[src/rtl/str_feeder_if.sv]
// Byte-stream valid/ready channel into the PE-router feeder.
interface str_feeder_if #(
    parameter int DWIDTH = 8
);
    logic              in_valid;
    logic [DWIDTH-1:0] in_data;
    logic              in_last;
    logic              in_ready;

    modport master (
        output in_valid, in_data, in_last,
        input  in_ready
    );

    modport slave (
        input  in_valid, in_data, in_last,
        output in_ready
    );
endinterface

[src/rtl/str_feeder.sv]
// Sliding-window feeder for the PE router; collects and reports PE matches.
// Optional STR_FEEDER_STICKY_EN adds sticky_vec, the OR of a stream's results.
module str_feeder #(
    parameter int DWIDTH = 8,
    parameter int num    = 16,
    parameter int PE_LAT = 1,
    parameter int CNT_W  = 16
) (
    input  logic                  clk,
    input  logic                  rst,
    str_feeder_if.slave           src_i,
    input  logic                  cfg_we,
    input  logic [num-1:0]        alu_cfg,
    output logic [num*DWIDTH-1:0] str_arr,
    output logic [num-1:0]        ALU,
    output logic [num-1:0]        en,
    output logic                  issue,
    input  logic [num-1:0]        result_from_pe,
    output logic                  match_valid,
    output logic [num-1:0]        match_vec,
    output logic [CNT_W-1:0]      match_pos,
`ifdef STR_FEEDER_STICKY_EN
    output logic [num-1:0]        sticky_vec,
`endif
    output logic                  busy
);
    localparam int DC_W = $clog2(num);

    typedef enum logic [1:0] {IDLE, FILL, DRAIN} state_e;

    state_e                  state_q, state_d;
    logic [DC_W-1:0]         drain_q, drain_d;
    logic                    rdy_q;
    logic [num*DWIDTH-1:0]   win_q, win_d;
    logic [num-1:0]          en_q, en_d;
    logic [num-1:0]          alu_q;
    logic                    issue_q;
    logic [CNT_W-1:0]        cnt_q, cnt_d;
    logic [CNT_W-1:0]        tag_q, tag_d;
    logic [PE_LAT-1:0]       pv_q;
    logic [CNT_W-1:0]        pt_q [PE_LAT];
    logic                    mv_q;
    logic [num-1:0]          mvec_q;
    logic [CNT_W-1:0]        mpos_q;

    logic acc;
    logic shift;
    logic real_b;
    logic first;
    logic tail;

    assign acc  = src_i.in_valid & rdy_q;
    assign tail = pv_q[PE_LAT-1];

    always_comb begin
        state_d = state_q;
        drain_d = drain_q;
        shift   = 1'b0;
        real_b  = 1'b0;
        first   = 1'b0;
        unique case (state_q)
            IDLE: begin
                if (acc) begin
                    shift   = 1'b1;
                    real_b  = 1'b1;
                    first   = 1'b1;
                    drain_d = '0;
                    state_d = src_i.in_last ? DRAIN : FILL;
                end
            end
            FILL: begin
                if (acc) begin
                    shift  = 1'b1;
                    real_b = 1'b1;
                    if (src_i.in_last) begin
                        state_d = DRAIN;
                        drain_d = '0;
                    end
                end
            end
            DRAIN: begin
                // Flush the window, then hold until every issued result is back.
                if (drain_q != DC_W'(num - 1)) begin
                    shift   = 1'b1;
                    drain_d = drain_q + 1'b1;
                end else if (!issue_q && pv_q == '0) begin
                    state_d = IDLE;
                end
            end
            default: state_d = IDLE;
        endcase
    end

    always_comb begin
        win_d = win_q;
        en_d  = en_q;
        tag_d = tag_q;
        cnt_d = cnt_q;
        if (shift) begin
            win_d              = win_q << DWIDTH;
            win_d[DWIDTH-1:0]  = real_b ? src_i.in_data : '0;
            en_d               = {en_q[num-2:0], real_b};
        end else if (state_q == DRAIN && state_d == IDLE) begin
            en_d = '0;
        end
        if (acc) begin
            tag_d = first ? '0 : cnt_q;
            cnt_d = tag_d + 1'b1;
        end
    end

    always_ff @(posedge clk or posedge rst) begin
        if (rst) begin
            state_q <= IDLE;
            drain_q <= '0;
            rdy_q   <= 1'b0;
            win_q   <= '0;
            en_q    <= '0;
            alu_q   <= '0;
            issue_q <= 1'b0;
            cnt_q   <= '0;
            tag_q   <= '0;
            pv_q    <= '0;
            for (int i = 0; i < PE_LAT; i++) pt_q[i] <= '0;
            mv_q    <= 1'b0;
            mvec_q  <= '0;
            mpos_q  <= '0;
        end else begin
            state_q <= state_d;
            drain_q <= drain_d;
            rdy_q   <= (state_d != DRAIN);
            win_q   <= win_d;
            en_q    <= en_d;
            issue_q <= shift;
            cnt_q   <= cnt_d;
            tag_q   <= tag_d;
            if (cfg_we && state_q == IDLE) alu_q <= alu_cfg;
            pv_q[0] <= issue_q;
            pt_q[0] <= tag_q;
            for (int i = 1; i < PE_LAT; i++) begin
                pv_q[i] <= pv_q[i-1];
                pt_q[i] <= pt_q[i-1];
            end
            mv_q <= tail && (|result_from_pe);
            if (tail && (|result_from_pe)) begin
                mvec_q <= result_from_pe;
                mpos_q <= pt_q[PE_LAT-1];
            end
        end
    end

`ifdef STR_FEEDER_STICKY_EN
    logic [num-1:0] sticky_q;

    always_ff @(posedge clk or posedge rst) begin
        if (rst) begin
            sticky_q <= '0;
        end else if (acc && first) begin
            sticky_q <= '0;
        end else if (tail) begin
            sticky_q <= sticky_q | result_from_pe;
        end
    end

    assign sticky_vec = sticky_q;
`endif

    assign src_i.in_ready = rdy_q;
    assign str_arr        = win_q;
    assign ALU            = alu_q;
    assign en             = en_q;
    assign issue          = issue_q;
    assign match_valid    = mv_q;
    assign match_vec      = mvec_q;
    assign match_pos      = mpos_q;
    assign busy           = (state_q != IDLE) | issue_q | (|pv_q);
endmodule

[src/flat_wrapper.sv]
// flat-port wrapper written by rule: the top's interface ports become plain ports
module str_feeder_flat 
#(
    parameter int DWIDTH = 8,
    parameter int num    = 16,
    parameter int PE_LAT = 1,
    parameter int CNT_W  = 16
)
  (clk, rst, cfg_we, alu_cfg, str_arr, ALU, en, issue, result_from_pe, match_valid, match_vec, match_pos, busy, src_i_in_valid, src_i_in_data, src_i_in_last, src_i_in_ready);
  str_feeder_if #(.DWIDTH(DWIDTH)) src_i_i ();
  input  logic clk;
  input  logic rst;
  input  logic cfg_we;
  input  logic [num-1:0] alu_cfg;
  output logic [num*DWIDTH-1:0] str_arr;
  output logic [num-1:0] ALU;
  output logic [num-1:0] en;
  output logic issue;
  input  logic [num-1:0] result_from_pe;
  output logic match_valid;
  output logic [num-1:0] match_vec;
  output logic [CNT_W-1:0] match_pos;
  output logic busy;
  input wire logic [$bits(src_i_i.in_valid)-1:0] src_i_in_valid;
  input wire logic [$bits(src_i_i.in_data)-1:0] src_i_in_data;
  input wire logic [$bits(src_i_i.in_last)-1:0] src_i_in_last;
  output wire logic [$bits(src_i_i.in_ready)-1:0] src_i_in_ready;
  assign src_i_i.in_valid = src_i_in_valid;
  assign src_i_i.in_data = src_i_in_data;
  assign src_i_i.in_last = src_i_in_last;
  assign src_i_in_ready = src_i_i.in_ready;
  str_feeder #(.DWIDTH(DWIDTH), .num(num), .PE_LAT(PE_LAT), .CNT_W(CNT_W)) u_core (.clk(clk), .rst(rst), .src_i(src_i_i), .cfg_we(cfg_we), .alu_cfg(alu_cfg), .str_arr(str_arr), .ALU(ALU), .en(en), .issue(issue), .result_from_pe(result_from_pe), .match_valid(match_valid), .match_vec(match_vec), .match_pos(match_pos), .busy(busy));
endmodule
[config.mk]
export PLATFORM = sky130hd
export DESIGN_NAME = str_feeder_flat
export DESIGN_NICKNAME = d
export VERILOG_FILES = /design/src/rtl/str_feeder_if.sv /design/src/rtl/str_feeder.sv /design/src/flat_wrapper.sv
export SDC_FILE = /design/constraint.sdc
export NUM_CORES = 1
export LEC_CHECK = 0
export ABC_CLOCK_PERIOD_IN_PS = 8050
export BUFFER_PORTS_ARGS = -buffer_cell sky130_fd_sc_hd__buf_2
export CAP_MARGIN = 25
export CORE_MARGIN = 3
export CORE_UTILIZATION = 53
export CTS_CLUSTER_DIAMETER = 60
export DETAILED_ROUTE_END_ITERATION = 12
export HOLD_SLACK_MARGIN = 0.12
export PLACE_DENSITY_LB_ADDON = 0.25
export SYNTH_ARGS = -nofsm -noshare
export SYNTH_HDL_FRONTEND = slang
export SYNTH_SLANG_ARGS = --single-unit
export TNS_END_PERCENT = 50
[constraint.sdc]
create_clock -name clk -period 8.05 [get_ports clk]
set_clock_uncertainty 0.15 [all_clocks]
set_input_delay 0.4025 -clock clk [delete_from_list [all_inputs] [get_ports clk]]
set_output_delay 0.4025 -clock clk [all_outputs]
set_load 0.02 [all_outputs]
==> impl_metrics.env, run 1 <==
export IMPL_clock_sink_count=250
export IMPL_crit_path_max_incr_delay_ns=0.80
export IMPL_grt_max_degree=105
export IMPL_antenna_found_initial=0
export IMPL_num_vias=7158
export IMPL_cp_slowest_cell="sky130_fd_sc_hd__buf_4"
export IMPL_worstPathArrival_ns=3.71
export IMPL_critPathCaptureType="flop"
export IMPL_first_global_vias=7106
export IMPL_synthCells=879
export IMPL_finalHoldViolCount=0
export IMPL_report_final_slew_viol_count=0
export IMPL_num_antenna_cells=0
export IMPL_core_area_mm2=0.0174
export IMPL_full_die_area_mm2=0.0195
export IMPL_cts_buffers_inserted=26
export IMPL_synth_ff_latch_count=250
export IMPL_finalCritPeriodShare_pct=43.1
export IMPL_critPathLaunchType="flop"
export IMPL_die_height_um=140
export IMPL_global_route_overflow_total=0
export IMPL_synth_net_count=926
export IMPL_route_detailed_vias_per_inst=5.14
export IMPL_die_x_um=140
export IMPL_setup_violations_final=0
export IMPL_critical_path_cell_chain="and3b_1 -> a21oi_4 -> inv_4 -> buf_4 -> nand2_1 -> a22o_1"
export IMPL_r2r_worst_path_depth=6
export IMPL_gr_usage_all_layers_pct=22.9
export IMPL_post_route_util_pct=70.0
export IMPL_tritoncts_clock_tree="done"
export IMPL_clock_latency_ns=0.51
export IMPL_final_seq_area_mm2=0.00626
export IMPL_synthesized_area_mm2=0.00948
export IMPL_routedWlPerCell_um=16.1
export IMPL_drv_max_cap_violation_count=0
export IMPL_worst_setup_path_startpoint="u_core.state_q[1]$_DFF_PP0_"
export IMPL_port_buffers=240
export IMPL_hold_class="flop to flop"
export IMPL_worst_setup_path_endpoint="u_core.drain_q[3]$_DFFE_PP0P_"
export IMPL_relSlewSlack_pct=30.1
export IMPL_globalplace_congestion=0.810
export IMPL_synth_area_per_inst_um2=10.8
export IMPL_synth_edff_count=0
export IMPL_maxClockFrequency_ghz=0.288
export IMPL_hpwlAfterDp_mm=14.3
export IMPL_clkTransAtPathRegs_ns=0.06
export IMPL_critPathRequiredTime_ns=8.30
export IMPL_post_route_min_period_ns=3.47
export IMPL_layout_drive_gt1_share_pct=29.6
export IMPL_clk_path_buf_depth=3
export IMPL_htree_num_levels=1
export IMPL_slew_at_the_pin_closest_to_its_max_slew_limit_ns=1.03
export IMPL_worstReg2RegEnd="u_core.drain_q[3]$_DFFE_PP0P_"
export IMPL_fillers=1289
export IMPL_finalSetupTns_ns=0
export IMPL_yosysSeqAreaShare_pct=66.0
export IMPL_vdd_drop_max_uv=248
export IMPL_multi_input_area_mm2=0.00298
export IMPL_synth_lib_cells_used_distinct=41
export IMPL_ys_async_sr_fraction_pct=100
export IMPL_rows=48
export IMPL_rsz0062_at_grt="no"
export IMPL_ant_nets=0
export IMPL_p_leak_nw=6.87
export IMPL_power_density_relative_to_cell_area_mw_per_mm2=259
export IMPL_synthesis_yosys_warnings=0
export IMPL_worst_setup_path_type="flop to flop"
export IMPL_ctsRootBufferMaster="sky130_fd_sc_hd__clkbuf_16"
export IMPL_crit_fanout=90
export IMPL_dominant_register_cell_in_the_synthesized_netlist="sky130_fd_sc_hd__dfrtp_1"
export IMPL_drt_initial_drc_count=386
export IMPL_rr_startpoint="u_core.state_q[1]$_DFF_PP0_"
export IMPL_drc=0
export IMPL_grt_pass1_wl_mm=37.0
export IMPL_run_status="finished, final reports clean"
export IMPL_floorplan_io_pins=241
export IMPL_r2r_slack_ns=4.58
export IMPL_postCtsSetupBuffers=0
export IMPL_starting_density_of_the_core_pct=54.4
export IMPL_num_nets_final=1196
export IMPL_flow_area_growth_from_synthesis_pct=28.7
export IMPL_postRouteWirelength_mm=22.4
export IMPL_drt_pass1_iter_count=5
## metrics by stage
step | instances | power [mW] | setup WS [ns] | instance area [um^2] | hold slack [ns]
2_1_floorplan | 879 | 1.80 | 0.626 | 9480 | 0.204
3_3_place_gp | 1300 | 1.92 | 4.70 | 10800 | 0.212
3_5_place_dp | 1302 | 1.94 | 4.60 | 10800 | 0.213
4_1_cts | 1390 | 3.17 | 4.61 | 12100 | 0.235
5_1_grt | 1392 | 3.30 | 4.29 | 12200 | 0.241
6_report | 1392 | 3.16 | 4.58 | 12200 | 0.234
## state kept, by name, indices dropped and copies added (netlist names)
register               flops
u_core.match_pos          16
u_core.tag_q              16
u_core.match_valid         1
u_core.issue               1
u_core.state_q             2
u_core.drain_q             4
u_core.ALU                16
u_core.en                 16
u_core.pv_q                1
u_core.match_vec          16
u_core.cnt_q              16
u_core.pt_q               16
u_core.str_arr           128
u_core.src_i.in_ready      1
## worst max-delay path, delay by kind of cell (launching register included)
family | cells | cell delay, ns
DFF | 1 | 0.47
buffers and inverters | 2 | 1.24
AOI/OAI and AO/OA | 2 | 0.51
and+or+nand+nor | 2 | 0.93
## layer usage
metal / GRT usage [%] / vias to the layer above / wire, um
met4: 7.96 / 0 / 735
met1: 31.3 / 3435 / 9560
met3: 5.70 / 45 / 1730
li1: - / 3418 / -
met2: 36.1 / 260 / 10300
met5: 0 / - / 0
## cell usage after synthesis (all sizes together), types with 4 or more instances
| cell | instances | area [um^2] |
|---|---|---|
| a21oi | 7 | 57.6 |
| nand3 | 6 | 30.0 |
| nor2b | 4 | 25.0 |
| nand2 | 393 | 1480 |
| inv | 6 | 22.5 |
| nor2 | 13 | 48.8 |
| nand4 | 6 | 37.5 |
| dfrtp | 250 | 6260 |
| buf | 36 | 194 |
| clkbuf | 12 | 47.6 |
| mux2 | 48 | 541 |
| o21ai | 24 | 120 |
| a22o | 36 | 315 |
| nor4 | 5 | 37.5 |
## repair_timing
action | CTS | global route
endpoints found under the hold margin | 123 | 0
resized for setup | 0 | 0
hold buffers | 42 | 0
## final cells by class
cell class | instances | area share (%)
Sequential cell | 250 | 51.3
Timing Repair Buffer | 290 | 14.4
Inverter | 6 | 0.267
Tap cell | 225 | 2.31
Clock buffer | 36 | 6.31
Multi-Input combinational cell | 575 | 24.4
Clock inverter | 10 | 0.954
## cell usage in the layout, fill, tap and decap left out, drive strengths merged, types with 2 or more instances in the layout
cell,instances
o21ai,24
clkinv,3
xor2,2
nand4,6
dfrtp,250
xnor2,2
nor2,13
dlygate4sd3,42
a21oi,7
inv,6
nor4,5
and4,3
bufinv,2
a21o,2
nand2,393
buf,248
or4,3
and2,3
mux2,48
ha,2
o31ai,3
clkinvlp,5
nand3,6
and3,2
a22o,36
clkbuf,36
nor2b,4
## cell families after synthesis
logic type      synth area share (%)
fa+ha+maj                      0.264
xor+xnor                       0.370
mux                             5.70
flops                           66.0
buf+inv                         2.79
simple gates                    18.7
compound gates                  6.17
## worst min-delay path by stage
stage | start | end | slack [ns] | cells after the start
after floorplan | u_core.tag_q[10]$_DFFE_PP0N_ | u_core.pt_q[10]$_DFF_PP0_ | 0.20 | 0
after global routing | u_core.tag_q[10]$_DFFE_PP0N_ | u_core.pt_q[10]$_DFF_PP0_ | 0.24 | 0
after CTS | u_core.tag_q[7]$_DFFE_PP0N_ | u_core.pt_q[7]$_DFF_PP0_ | 0.24 | 0
after detailed placement | u_core.tag_q[10]$_DFFE_PP0N_ | u_core.pt_q[10]$_DFF_PP0_ | 0.21 | 0
final | u_core.tag_q[3]$_DFFE_PP0N_ | u_core.pt_q[3]$_DFF_PP0_ | 0.23 | 0
after global placement | u_core.tag_q[10]$_DFFE_PP0N_ | u_core.pt_q[10]$_DFF_PP0_ | 0.21 | 0
## power breakdown
group | internal (mW) | switching, mW
clock network | 0.731 | 0.479
logic | 0.190 | 0.333
registers | 1.36 | 0.0693
Power figures use the tool's default switching activity.
==> inputs of run 2 (changes only) <==
--- a/config.mk
+++ b/config.mk
@@ -5,7 +5,7 @@
 export SDC_FILE = /design/constraint.sdc
 export NUM_CORES = 1
 export LEC_CHECK = 0
-export ABC_CLOCK_PERIOD_IN_PS = 8050
+export ABC_CLOCK_PERIOD_IN_PS = 3340
 export BUFFER_PORTS_ARGS = -buffer_cell sky130_fd_sc_hd__buf_2
 export CAP_MARGIN = 25
 export CORE_MARGIN = 3
==> constraint.sdc (replaced) <==
create_clock -name clk -period 3.34 [get_ports clk]
set_clock_uncertainty 0.15 [all_clocks]
set_input_delay 0.167 -clock clk [delete_from_list [all_inputs] [get_ports clk]]
set_output_delay 0.167 -clock clk [all_outputs]
set_load 0.02 [all_outputs]
==> impl_metrics.env, run 2 (same netlist as run 1, synthesis figures left out) <==
export IMPL_ctsRootBufferMaster="sky130_fd_sc_hd__clkbuf_16"
export IMPL_clock_latency_ns=0.51
export IMPL_relSlewSlack_pct=52.0
export IMPL_finalCritPeriodShare_pct=73.5
export IMPL_htree_num_levels=1
export IMPL_num_antenna_cells=0
export IMPL_gr_usage_all_layers_pct=22.4
export IMPL_placed_cells_incl_taps=1308
export IMPL_drv_max_cap_violation_count=0
export IMPL_drt_initial_drc_count=332
export IMPL_critPathLaunchType="flop"
export IMPL_instances_no_fill=1397
export IMPL_layout_drive_gt1_share_pct=29.3
export IMPL_starting_density_of_the_core_pct=54.4
export IMPL_flow_area_growth_from_synthesis_pct=28.0
export IMPL_finalHoldViolCount=0
export IMPL_worst_path_most_repeated_cell="sky130_fd_sc_hd__nand2_1"
export IMPL_cts_buffers_inserted=26
export IMPL_grt_pass1_wl_mm=36.6
export IMPL_routedWlPerCell_um=15.8
export IMPL_drc=0
export IMPL_multi_input_area_mm2=0.00298
export IMPL_power_mw=7.40
export IMPL_die_x_um=140
export IMPL_fillers=1277
export IMPL_antenna_found_initial=0
export IMPL_most_common_cell_after_layout_fill_and_taps_aside="sky130_fd_sc_hd__nand2_1"
export IMPL_p_leak_nw=6.85
export IMPL_postCtsSetupBuffers=0
export IMPL_slew_at_the_pin_closest_to_its_max_slew_limit_ns=0.718
export IMPL_clk_path_buf_depth=3
export IMPL_rows=48
export IMPL_critPathRequiredTime_ns=3.65
export IMPL_hpwlAfterDp_mm=14.1
export IMPL_ant_nets=0
export IMPL_postRouteWirelength_mm=22.1
export IMPL_crit_fanout=58
export IMPL_setup_violations_final=0
export IMPL_layout_cells_most_common_list="sky130_fd_sc_hd__nand2_1 (393), sky130_fd_sc_hd__dfrtp_1 (250), sky130_fd_sc_hd__buf_2 (240)"
export IMPL_crit_path_max_incr_delay_ns=0.60
export IMPL_die_height_um=140
export IMPL_largest_register_ffs=128
export IMPL_final_seq_area_mm2=0.00626
export IMPL_floorplan_io_pins=241
export IMPL_core_area_mm2=0.0174
export IMPL_clkTransAtPathRegs_ns=0.06
export IMPL_grt_max_degree=121
export IMPL_num_nets_final=1201
export IMPL_maxClockFrequency_ghz=0.408
export IMPL_report_final_slew_viol_count=0
export IMPL_post_cts_resize_count=0
export IMPL_vdd_drop_max_uv=510
export IMPL_run_status="finished, final reports clean"
export IMPL_cp_slowest_cell="sky130_fd_sc_hd__and3b_1"
export IMPL_worstPathArrival_ns=2.76
export IMPL_clock_sink_count=250
export IMPL_globalplace_congestion=0.832
export IMPL_hold_class="input pin to asynchronous set/reset pin"
export IMPL_post_route_min_period_ns=2.45
export IMPL_full_die_area_mm2=0.0195
export IMPL_first_global_vias=7134
export IMPL_rsz0062_at_grt="no"
export IMPL_route_detailed_vias_per_inst=5.13
export IMPL_drt_pass1_iter_count=5
export IMPL_port_buffers=240
export IMPL_global_route_overflow_total=0
export IMPL_critical_path_cell_chain="and3b_1 -> a21oi_4 -> inv_4 -> buf_4 -> nand2_1 -> nand2_1"
export IMPL_tritoncts_clock_tree="done"
export IMPL_worst_setup_path_type="flop to flop"
export IMPL_power_density_relative_to_cell_area_mw_per_mm2=610
export IMPL_num_vias=7164
export IMPL_critPathCaptureType="flop"
-- run 2: cell count changes in the layout (fill, tap and decap cells not counted), moves of 2 or more --
cell | previous run | this run
sky130_fd_sc_hd__clkinvlp_4 | 5 | 1
sky130_fd_sc_hd__buf_12 | 0 | 3
sky130_fd_sc_hd__buf_16 | 4 | 1
sky130_fd_sc_hd__buf_4 | 4 | 8
sky130_fd_sc_hd__bufinv_16 | 2 | 0
sky130_fd_sc_hd__clkinv_2 | 2 | 4
sky130_fd_sc_hd__clkbuf_1 | 3 | 9
-- run 2: through the flow --
stage                     utilization (%)  setup TNS [ns]  area (um^2)  worst slack [ns]  hold slack, ns
after floorplan                         -          -66.17         9480            -0.265           0.134
after global placement               62.4               0        10900             0.934           0.211
after detailed placement             62.5               0        10900             0.870           0.221
after CTS                            69.6               0        12100             0.873           0.226
after global routing                 69.6               0        12100             0.639           0.237
final                                69.6               0        12100             0.887           0.219
-- run 2: repair_timing --
item	4_1_cts	5_1_grt
setup endpoints to repair	0	0
hold buffers	43	0
hold endpoints to repair	305	0
-- run 2: worst paths after layout --
kind	from	end	slack (ns)	cells past startpoint
max	u_core.state_q[1]$_DFF_PP0_	u_core.str_arr[72]$_DFFE_PP0N_	0.89	6
min	rst	u_core.str_arr[109]$_DFFE_PP0N_	0.22	4
max reg2reg	u_core.state_q[1]$_DFF_PP0_	u_core.str_arr[72]$_DFFE_PP0N_	0.89	6
min reg2reg	u_core.tag_q[0]$_DFFE_PP0N_	u_core.pt_q[0]$_DFF_PP0_	0.23	0
max in group asynchronous	rst	u_core.str_arr[3]$_DFFE_PP0N_	2.30	4
min in group clk	u_core.tag_q[0]$_DFFE_PP0N_	u_core.pt_q[0]$_DFF_PP0_	0.23	0
-- run 2: metal layers --
layer | track usage [%] | part of all wire (%)
met5 | 0 | 0
met4 | 5.97 | 2.0
met3 | 5.67 | 8.0
met2 | 35.8 | 46
met1 | 31.1 | 44
-- run 2: layout make-up --
cell class / count / area share [%]
clock buffer: 41 / 6.42
clock inverter: 5 / 0.237
inverter: 6 / 0.237
multi-input combinational: 575 / 24.5
sequential: 250 / 51.6
tap: 225 / 2.32
timing repair buffer: 295 / 14.7
-- run 2: worst max-delay path: cells and delay by family, from the launching register on --
kind	cells	cell delay, ns
buffers and inverters	2	0.86
AO/OA/AOI/OAI	1	0.09
flip-flops	1	0.47
AND/OR/NAND/NOR	3	0.79
-- run 2: power breakdown --
group	switching (mW)	leakage, nW	internal, mW	total [mW]
clock	1.11	0.399	1.59	2.70
combinational	0.805	3.07	0.461	1.27
sequential	0.158	3.38	3.27	3.43
total	2.07	6.85	5.32	7.40
